### config.mk
export PLATFORM = sky130hd
export DESIGN_NAME = branch_predict_unit
export DESIGN_NICKNAME = d
export VERILOG_FILES = /design/src/rtl/bpu_pkg.sv /design/src/rtl/branch_predict_unit_sat_counter2.sv /design/src/rtl/branch_predict_unit.sv
export SDC_FILE = /design/constraint.sdc
export NUM_CORES = 2
export LEC_CHECK = 0
export BUFFER_PORTS_ARGS = -buffer_cell sky130_fd_sc_hd__buf_2
export CORE_ASPECT_RATIO = 0.8
export CORE_UTILIZATION = 41
export CTS_BUF_LIST = sky130_fd_sc_hd__clkbuf_4
export CTS_CLUSTER_SIZE = 16
export DETAILED_ROUTE_END_ITERATION = 8
export GPL_TIMING_DRIVEN = 0
export PLACE_DENSITY_LB_ADDON = 0.05
export SETUP_SLACK_MARGIN = 0.05
export SLEW_MARGIN = 40
export SYNTH_ARGS = -nofsm -noshare
export SYNTH_HDL_FRONTEND = slang
export SYNTH_SLANG_ARGS = --single-unit
### constraint.sdc
create_clock -name clk -period 3.6 [get_ports clk]
set_input_delay 0.18 -clock clk [delete_from_list [all_inputs] [get_ports clk]]
set_output_delay 0.18 -clock clk [all_outputs]
set_load 0.02 [all_outputs]
### src/rtl/bpu_pkg.sv
// bpu_pkg: shared counter encodings and defaults for the branch predictor
package bpu_pkg;
  localparam int IDX_W_DEFAULT = 4;
  localparam logic [1:0] CTR_SNT = 2'b00;
  localparam logic [1:0] CTR_WNT = 2'b01;
  localparam logic [1:0] CTR_WT = 2'b10;
  localparam logic [1:0] CTR_ST = 2'b11;
  localparam logic [1:0] CTR_RESET = CTR_WNT;
  localparam logic [1:0] CTR_ALLOC = CTR_WT;
endpackage

### src/rtl/branch_predict_unit_sat_counter2.sv
// sat_counter2: 2-bit saturating counter next-state function
module sat_counter2
  import bpu_pkg::*;
(
  input  logic [1:0] cur,
  input  logic       inc,
  output logic [1:0] nxt
);
  always_comb begin
    nxt = inc ? ((cur == CTR_ST) ? CTR_ST : cur + 2'd1)
              : ((cur == CTR_SNT) ? CTR_SNT : cur - 2'd1);
  end
endmodule

### src/rtl/branch_predict_unit.sv
// branch_predict_unit: direct-mapped BTB with 2-bit counters for next-PC prediction
module branch_predict_unit
  import bpu_pkg::*;
#(
  parameter int IDX_W = IDX_W_DEFAULT,
  parameter int TAG_W = 32 - IDX_W - 2
) (
  input  logic        clk,
  input  logic        reset,
  input  logic [31:0] if_pc,
  output logic [31:0] bpu_predicted_pc,
  output logic        bpu_hit,
  input  logic        bpu_write_en,
  input  logic        mem_stall,
  input  logic [31:0] exmem_pc,
  input  logic [31:0] exmem_target,
  input  logic        exmem_is_branch,
  input  logic        exmem_taken,
  output logic [31:0] bpu_lookup_cnt,
  output logic [31:0] bpu_update_cnt
);
  localparam int N = 1 << IDX_W;
  logic [N-1:0]     valid_q;
  logic [TAG_W-1:0] tag_q [N];
  logic [31:0]      tgt_q [N];
  logic [1:0]       ctr_q [N];
  logic [31:0]      lookup_cnt_q, lookup_cnt_d, update_cnt_q, update_cnt_d;
  logic [IDX_W-1:0] if_idx, wr_idx;
  logic [TAG_W-1:0] if_tag, wr_tag;
  logic             wr_hit, update, unused_bits;
  logic             wr_valid_d;
  logic [TAG_W-1:0] wr_tag_d;
  logic [31:0]      wr_tgt_d;
  logic [1:0]       wr_ctr_d, ctr_nxt;
  assign unused_bits = ^{if_pc[1:0], exmem_pc[1:0]};
  assign if_idx = if_pc[IDX_W+1:2];
  assign if_tag = if_pc[31:IDX_W+2];
  assign wr_idx = exmem_pc[IDX_W+1:2];
  assign wr_tag = exmem_pc[31:IDX_W+2];
  assign bpu_hit = valid_q[if_idx] && (tag_q[if_idx] == if_tag);
  assign bpu_predicted_pc = (bpu_hit && ctr_q[if_idx][1]) ? tgt_q[if_idx] : if_pc + 32'd4;
  assign wr_hit = valid_q[wr_idx] && (tag_q[wr_idx] == wr_tag);
  assign update = bpu_write_en && !mem_stall;
  assign bpu_lookup_cnt = lookup_cnt_q;
  assign bpu_update_cnt = update_cnt_q;
  sat_counter2 u_sat (
    .cur(ctr_q[wr_idx]),
    .inc(exmem_taken),
    .nxt(ctr_nxt)
  );
  // Non-branch hits invalidate; taken misses allocate; not-taken misses leave the slot alone.
  always_comb begin
    wr_valid_d = exmem_is_branch ? (exmem_taken || valid_q[wr_idx]) : (valid_q[wr_idx] && !wr_hit);
    wr_tag_d = (exmem_is_branch && exmem_taken && !wr_hit) ? wr_tag : tag_q[wr_idx];
    wr_tgt_d = (exmem_is_branch && exmem_taken) ? exmem_target : tgt_q[wr_idx];
    wr_ctr_d = !exmem_is_branch ? ctr_q[wr_idx] : wr_hit ? ctr_nxt : exmem_taken ? CTR_ALLOC : ctr_q[wr_idx];
    lookup_cnt_d = lookup_cnt_q + {31'd0, !mem_stall};
    update_cnt_d = update_cnt_q + {31'd0, update};
  end
  always_ff @(posedge clk) begin
    if (reset) begin
      valid_q <= '0;
      for (int i = 0; i < N; i++) begin
        tag_q[i] <= '0;
        tgt_q[i] <= '0;
        ctr_q[i] <= CTR_RESET;
      end
      lookup_cnt_q <= '0;
      update_cnt_q <= '0;
    end else begin
      lookup_cnt_q <= lookup_cnt_d;
      update_cnt_q <= update_cnt_d;
      if (update) begin
        valid_q[wr_idx] <= wr_valid_d;
        tag_q[wr_idx] <= wr_tag_d;
        tgt_q[wr_idx] <= wr_tgt_d;
        ctr_q[wr_idx] <= wr_ctr_d;
      end
    end
  end
endmodule

Word level (Yosys, flattened, before mapping)

Memories as Yosys holds them, arrays and structs flattened.
Cells that the tools add are included.

Register bits after elaboration: 80
Memory bits (writable): 960
Input port bits: 102
Output and inout bits: 97
Logic and storage cells: 65
Memories: 3

Memories:

| memory | words | bits a word | rd ports | clocked after Yosys merged registers in | wr ports | RTL line                  | text |
|---|---|---|---|---|---|---|---|
| tgt_q  | 16    | 32          | 1        | 0                                       | 16       | branch_predict_unit.sv:25 | `logic [31:0] tgt_q [N];` |
| tag_q  | 16    | 26          | 2        | 0                                       | 16       | branch_predict_unit.sv:24 | `logic [TAG_W-1:0] tag_q [N];` |
| ctr_q  | 16    | 2           | 2        | 0                                       | 16       | branch_predict_unit.sv:26 | `logic [1:0] ctr_q [N];` |

Add/sub/neg operators: 5
Magnitude comparators: 3
Equal/unequal tests: 4
Mux-type cells: 31
Reduce and logical (&&, ||, !) cells: 16

Operators with widths:

| operator                                                   | count |
|---|---|
| two-way mux 32 bit                                         | 3 |
| adder 32 x 1 -> 32 bit                                     | 2 |
| == test 26 bit                                             | 2 |
| two-way mux 26 bit                                         | 2 |
| adder 32 x 3 -> 32 bit, second input constant              | 1 |
| OR reduction 32 bit                                        | 1 |
| OR reduction 26 bit                                        | 1 |
| bitwise mux 16 bit                                         | 1 |
| two-way mux 2 bit                                          | 7 |
| two-way mux 1 bit                                          | 12 |
| two-way mux 4 bit                                          | 3 |
| less-than comparator 4 x 5 -> 1 bit, second input constant | 2 |
| binary-select mux 1 bit (select 4 bit)                     | 2 |
| logical AND 1 bit                                          | 8 |
| demux 1 bit (select 4 bit)                                 | 1 |
| >= comparator 4 x 1 -> 1 bit, second input constant        | 1 |
| adder 2 x 1 -> 2 bit, second input constant                | 1 |
| == test 2 bit, second input constant                       | 1 |
| zero test 1 bit                                            | 2 |
| zero test 2 bit                                            | 1 |
| AND reduction 2 bit                                        | 1 |
| OR reduction 2 bit                                         | 1 |
| subtractor 2 x 1 -> 2 bit, second input constant           | 1 |
| logical OR 1 bit                                           | 1 |
| != test 1 bit, second input constant                       | 1 |

Depth between registers and ports, before layout

Depth after elaboration: 8
Gate-level depth with buffers: 16
Depth with buffers taken out: 13

By module

From an unflattened synthesis, not the netlist that was laid out.

Cell total of the unflattened synthesis: 3641
Area, all modules: 52246.4 sq um

By module, submodules not included:

| module              | times used | cells each | area each (sq um) | sequential area each (sq um) |
|---|---|---|---|---|
| branch_predict_unit | 1          | 3638       | 52220.1           | 30429.2 |
| sat_counter2        | 1          | 3          | 26.3              | 0.0 |

Least setup slack after synthesis

OpenSTA, ideal clock, no wires.

Path type: input to output
Start: input if_pc[2]
End: output bpu_predicted_pc[2]
Arrival: 3819 ps
Required time: 3420 ps
Setup slack: -399 ps
Stages on the path: 10
Buffers on the path: 3
Cell sequence: buf_2 buf_1 mux4_2 mux4_2 xnor2_1 nand3_1 or4_1 nor4b_2 buf_2 mux2i_1

Longest elaborated chain between the ends: 5
Elaborated cells between the ends (all ways): 10
Classes of those cells: 1 x add/sub; 1 x eq/ne; 3 x mux; 2 x reduce/logical; 3 x memory

Ends and longest elaborated chain:

| item                                                                                | RTL line                  | text |
|---|---|---|
| start: declaration                                                                  | branch_predict_unit.sv:10 | `input logic [31:0] if_pc,` |
| memory read (16 x 26 bit) or binary-select mux 1 bit (select 4 bit) (tied branches) | n/a                       |  |
| == test 26 bit or two-way mux 1 bit (tied branches)                                 | branch_predict_unit.sv:40 | `assign bpu_hit = valid_q[if_idx] && (tag_q[if_idx] == if_tag);` |
| logical AND 1 bit                                                                   | branch_predict_unit.sv:40 |  |
| logical AND 1 bit                                                                   | branch_predict_unit.sv:41 | `assign bpu_predicted_pc = (bpu_hit && ctr_q[if_idx][1]) ? tgt_q[if_idx] : if_pc + 32'd4;` |
| two-way mux 32 bit *                                                                | branch_predict_unit.sv:41 |  |
| end: declaration                                                                    | branch_predict_unit.sv:11 | `output logic [31:0] bpu_predicted_pc,` |

Every way passes the cells marked *; elsewhere a longest branch is shown, timed or not. The select of a mux whose other input is x is not followed.

==> reports/qor.txt <==
Status: complete, but fails checks
Failing checks: design-rule violations, negative setup slack
Vias per cell: 6.30
Die X: 397 µm
Vias in the first global route: 36900
Sequential share of the synthesized area: 0.595
Power per cell area: 455 nW/µm²
End of the worst hold path: tag_q[13][17]$_SDFFCE_PN0P_
Maxcap violations: 0
Clk pwr share: 0.373
CTS clk-pin slew, worst paths: 70 ps
DR DRC count: 20
DR iter-0 viols: 5557
#FFs+latches synth: 1040
Hold Slack: 76.7 ps
Yosys warnings: 0
Startpoint Class: register
Share of cells above drive strength 1: 0.379
FF/Latch Area: 30400 µm²
Post-DRT Antenna Nets: 0
Switch share: 0.280
Setup slack after layout: -1780 ps
Top cell type's share of synthesized area: 0.563
RSZ-0062 raised after global routing: yes
Row count: 115
Ys async rst share: 0
Power Internal: 0.0207 W
Area contributors post-synth: edfxtp_1 56%, mux4_2 17%, and3_1 6.1%, nor2_1 3.8%, dfxtp_1 3.1%
Nets: 4371
Logic pwr share: 0.147
Largest net degree at the start of global routing: 33
H-tree levels: 5
Worst R2R Start: tag_q[4][13]$_SDFFCE_PN0P_
CTS max path bufs: 4
TritonCTS clock tree: yes
Type of the worst min-delay path: primary input to register
Max-slew violations: 0
Clk Latency, worst-skew pair: 1290 ps
Num CTS Buffers: 299
WP data arrival: 5200 ps
Mapped cell area: 51200 µm²
Top FF cell, synth: edfxtp_1
Detailed placement HPWL: 146 mm
Fillers: 10600
Hold_sp: exmem_pc[23]
Wire length after detailed routing: 219 mm
Minimum clock period: 5380 ps
Root buf cell: clkbuf_4
Pre-CTS setup slack: -2410 ps
Area growth, synth to finish: 23.7%
Leak Pwr: 24.0 nW
GP Congestion: 0.933
Die Span Y: 318 µm
Ports: 199
Power, Total: 0.0288 W
Sequential share of power: 0.480
CTS Sinks: 1040
First-pass GRT wire length: 297 mm
Initial antenna violation count: 22
Placed cell areas: 55900 µm²
EDFF count, synth: 960
Multi-input logic area: 21200 µm²
Fmax: 186 MHz
Worst-Margin Slew: 1300 ps
Grt ovf: 0
Routed vias: 38400
Initial core utilization: 0.415
Max IR drop VDD: 0.000229 V
Total Routing Usage GR: 0.344
Reg2Reg Depth: 15
Wire per inst: 35.9 µm
Relative slew slack: 0.133
Final setup fails: 591
Worst Path Required: 3420 ps
Endpoints failing hold: 0
Psw: 0.00808 W
Die Footprint: 126000 µm²
Syn_area_per_cell: 14.5 µm²
Worst Hold Depth: 5
First-pass DRT Iterations: 7
Skew final: 68.3 ps
Reg-to-reg slack, setup: -520 ps
Core area: 123000 µm²
Reg-to-Reg End: tag_q[5][12]$_SDFFCE_PN0P_
Syn Nets: 3632
Cell area after layout: 63300 µm²
Post-synth cell types: 64
Crit-path max FO: 10
Post-Synthesis Cells: 3525
Fin crit share: 1.49
IO buf count: 190
Crit path kind: register to output pin
CP Capture Type: output pin
Area leader, netlist: edfxtp_1
[worst max-delay path, cell delays in order, from the launching register on]
cell      delay [ps]
edfxtp_1         390
mux4_2           470
mux4_2           620
xnor2_4          320
nand4_1          330
or4_4            600
nor4b_4          290
buf_12           190
buf_12           160
mux2_2           370
buf_6            140
[sequential cells by signal (all words and copies together), names as in the netlist]
signal	flops
valid_q	16
bpu_update_cnt	32
tgt_q	512
ctr_q	32
tag_q	416
bpu_lookup_cnt	32
[stage by stage]
stage,TNS [ps],util,cells
after floorplan,-5480,-,3525
after global placement,-3045390,0.445,5353
after detailed placement,-1540490,0.454,5391
after CTS,-187400,0.498,6046
after global routing,-235470,0.513,6096
final,-242630,0.514,6097
[synth_stat cells (all sizes together) (6+ instances only)]
library cell,instances
mux4,394
and2,41
clkbuf,249
xor2,67
nor2b,16
nand4,27
nor2,530
nand2b,7
mux2i,87
xnor2,66
a22oi,29
o21ai,13
a21oi,10
inv,29
mux2,54
nor4,8
o2bb2ai,15
nand2,90
or4,6
nor3,16
or3,11
buf,86
dfxtp,80
edfxtp,960
nand3,41
a22o,6
a21o,32
and3,499
[worst max-delay path by stage]
stage,cells past startpoint,slack (ps),to,startpoint
global route,10,-1790,bpu_predicted_pc[27],tag_q[3][6]$_SDFFCE_PN0P_
finish,10,-1780,bpu_predicted_pc[27],tag_q[14][6]$_SDFFCE_PN0P_
CTS,10,-1870,bpu_predicted_pc[28],tag_q[14][6]$_SDFFCE_PN0P_
global placement,9,-4190,tgt_q[14][7]$_SDFFCE_PN0P_,exmem_pc[5]
detailed placement,13,-2410,bpu_predicted_pc[2],if_pc[3]
floorplan,12,-60,ctr_q[14][1]$_SDFFCE_PN0P_,exmem_pc[2]
[placed cells by master, fill, tap and decap left out, types with 41 or more instances in the layout]
cell,instances
buf_4,44
nor2_4,92
clkinv_1,52
nor2_1,324
and2_1,41
nand3_1,41
xor2_1,65
buf_6,100
buf_2,196
mux2i_1,59
edfxtp_1,960
xnor2_1,53
buf_12,41
nor2_2,114
nand2_1,88
mux4_2,394
clkbuf_1,151
dlygate4sd3_1,120
clkbuf_2,82
dfxtp_1,80
and3_1,499
clkbuf_4,429
[repair_timing]
item	4_1_cts	5_1_grt
hold endpoints to repair	1019	0
buffers inserted	38	29
gates cloned	11	12
endpoints found under the setup margin	595	607
hold buffers	120	0
pin swaps	11	15
gates resized for setup	112	411
[kinds of logic (layout without fill, tap and decap cells)]
kind of cell / after synthesis / in the layout / synth area share
AO/OA/AOI/OAI: 134 / 134 / 0.0197
XOR/XNOR: 133 / 133 / 0.0228
adder cells (fa/ha/maj): 6 / 6 / 0.00142
buffers and inverters: 366 / 1290 / 0.0291
flip-flops: 1040 / 1040 / 0.595
multiplexers: 535 / 535 / 0.202
other: 0 / 10 / 0
AND/OR/NAND/NOR: 1311 / 1311 / 0.130
[metal layers]
layer,part of all wire,track usage,vias up,wire [µm]
li1,-,-,15300,-
met1,0.43,0.527,19700,94300
met2,0.40,0.460,2924,88000
met3,0.13,0.105,488,29100
met4,0.032,0.107,14,7100
met5,0.00041,0,-,89
[power by group through the flow]
stage               clock, W  combinational, W  sequential (W)
global route          0.0114           0.00430          0.0139
detailed placement         0           0.00349          0.0141
CTS                   0.0108           0.00380          0.0138
finish                0.0107           0.00423          0.0138
global placement           0           0.00336          0.0141
floorplan                  0           0.00196          0.0140
[layout make-up]
class | instances | share of cell area
inverter | 31 | 0.00188
clock buffer | 423 | 0.0502
sequential | 1040 | 0.481
timing repair buffer | 438 | 0.0638
clock inverter | 63 | 0.00425
tap | 1638 | 0.0324
buffer | 335 | 0.0315
multi-input combinational | 2119 | 0.335
antenna | 10 | 0.000395
Note: power is estimated with default switching activity, not from simulation.
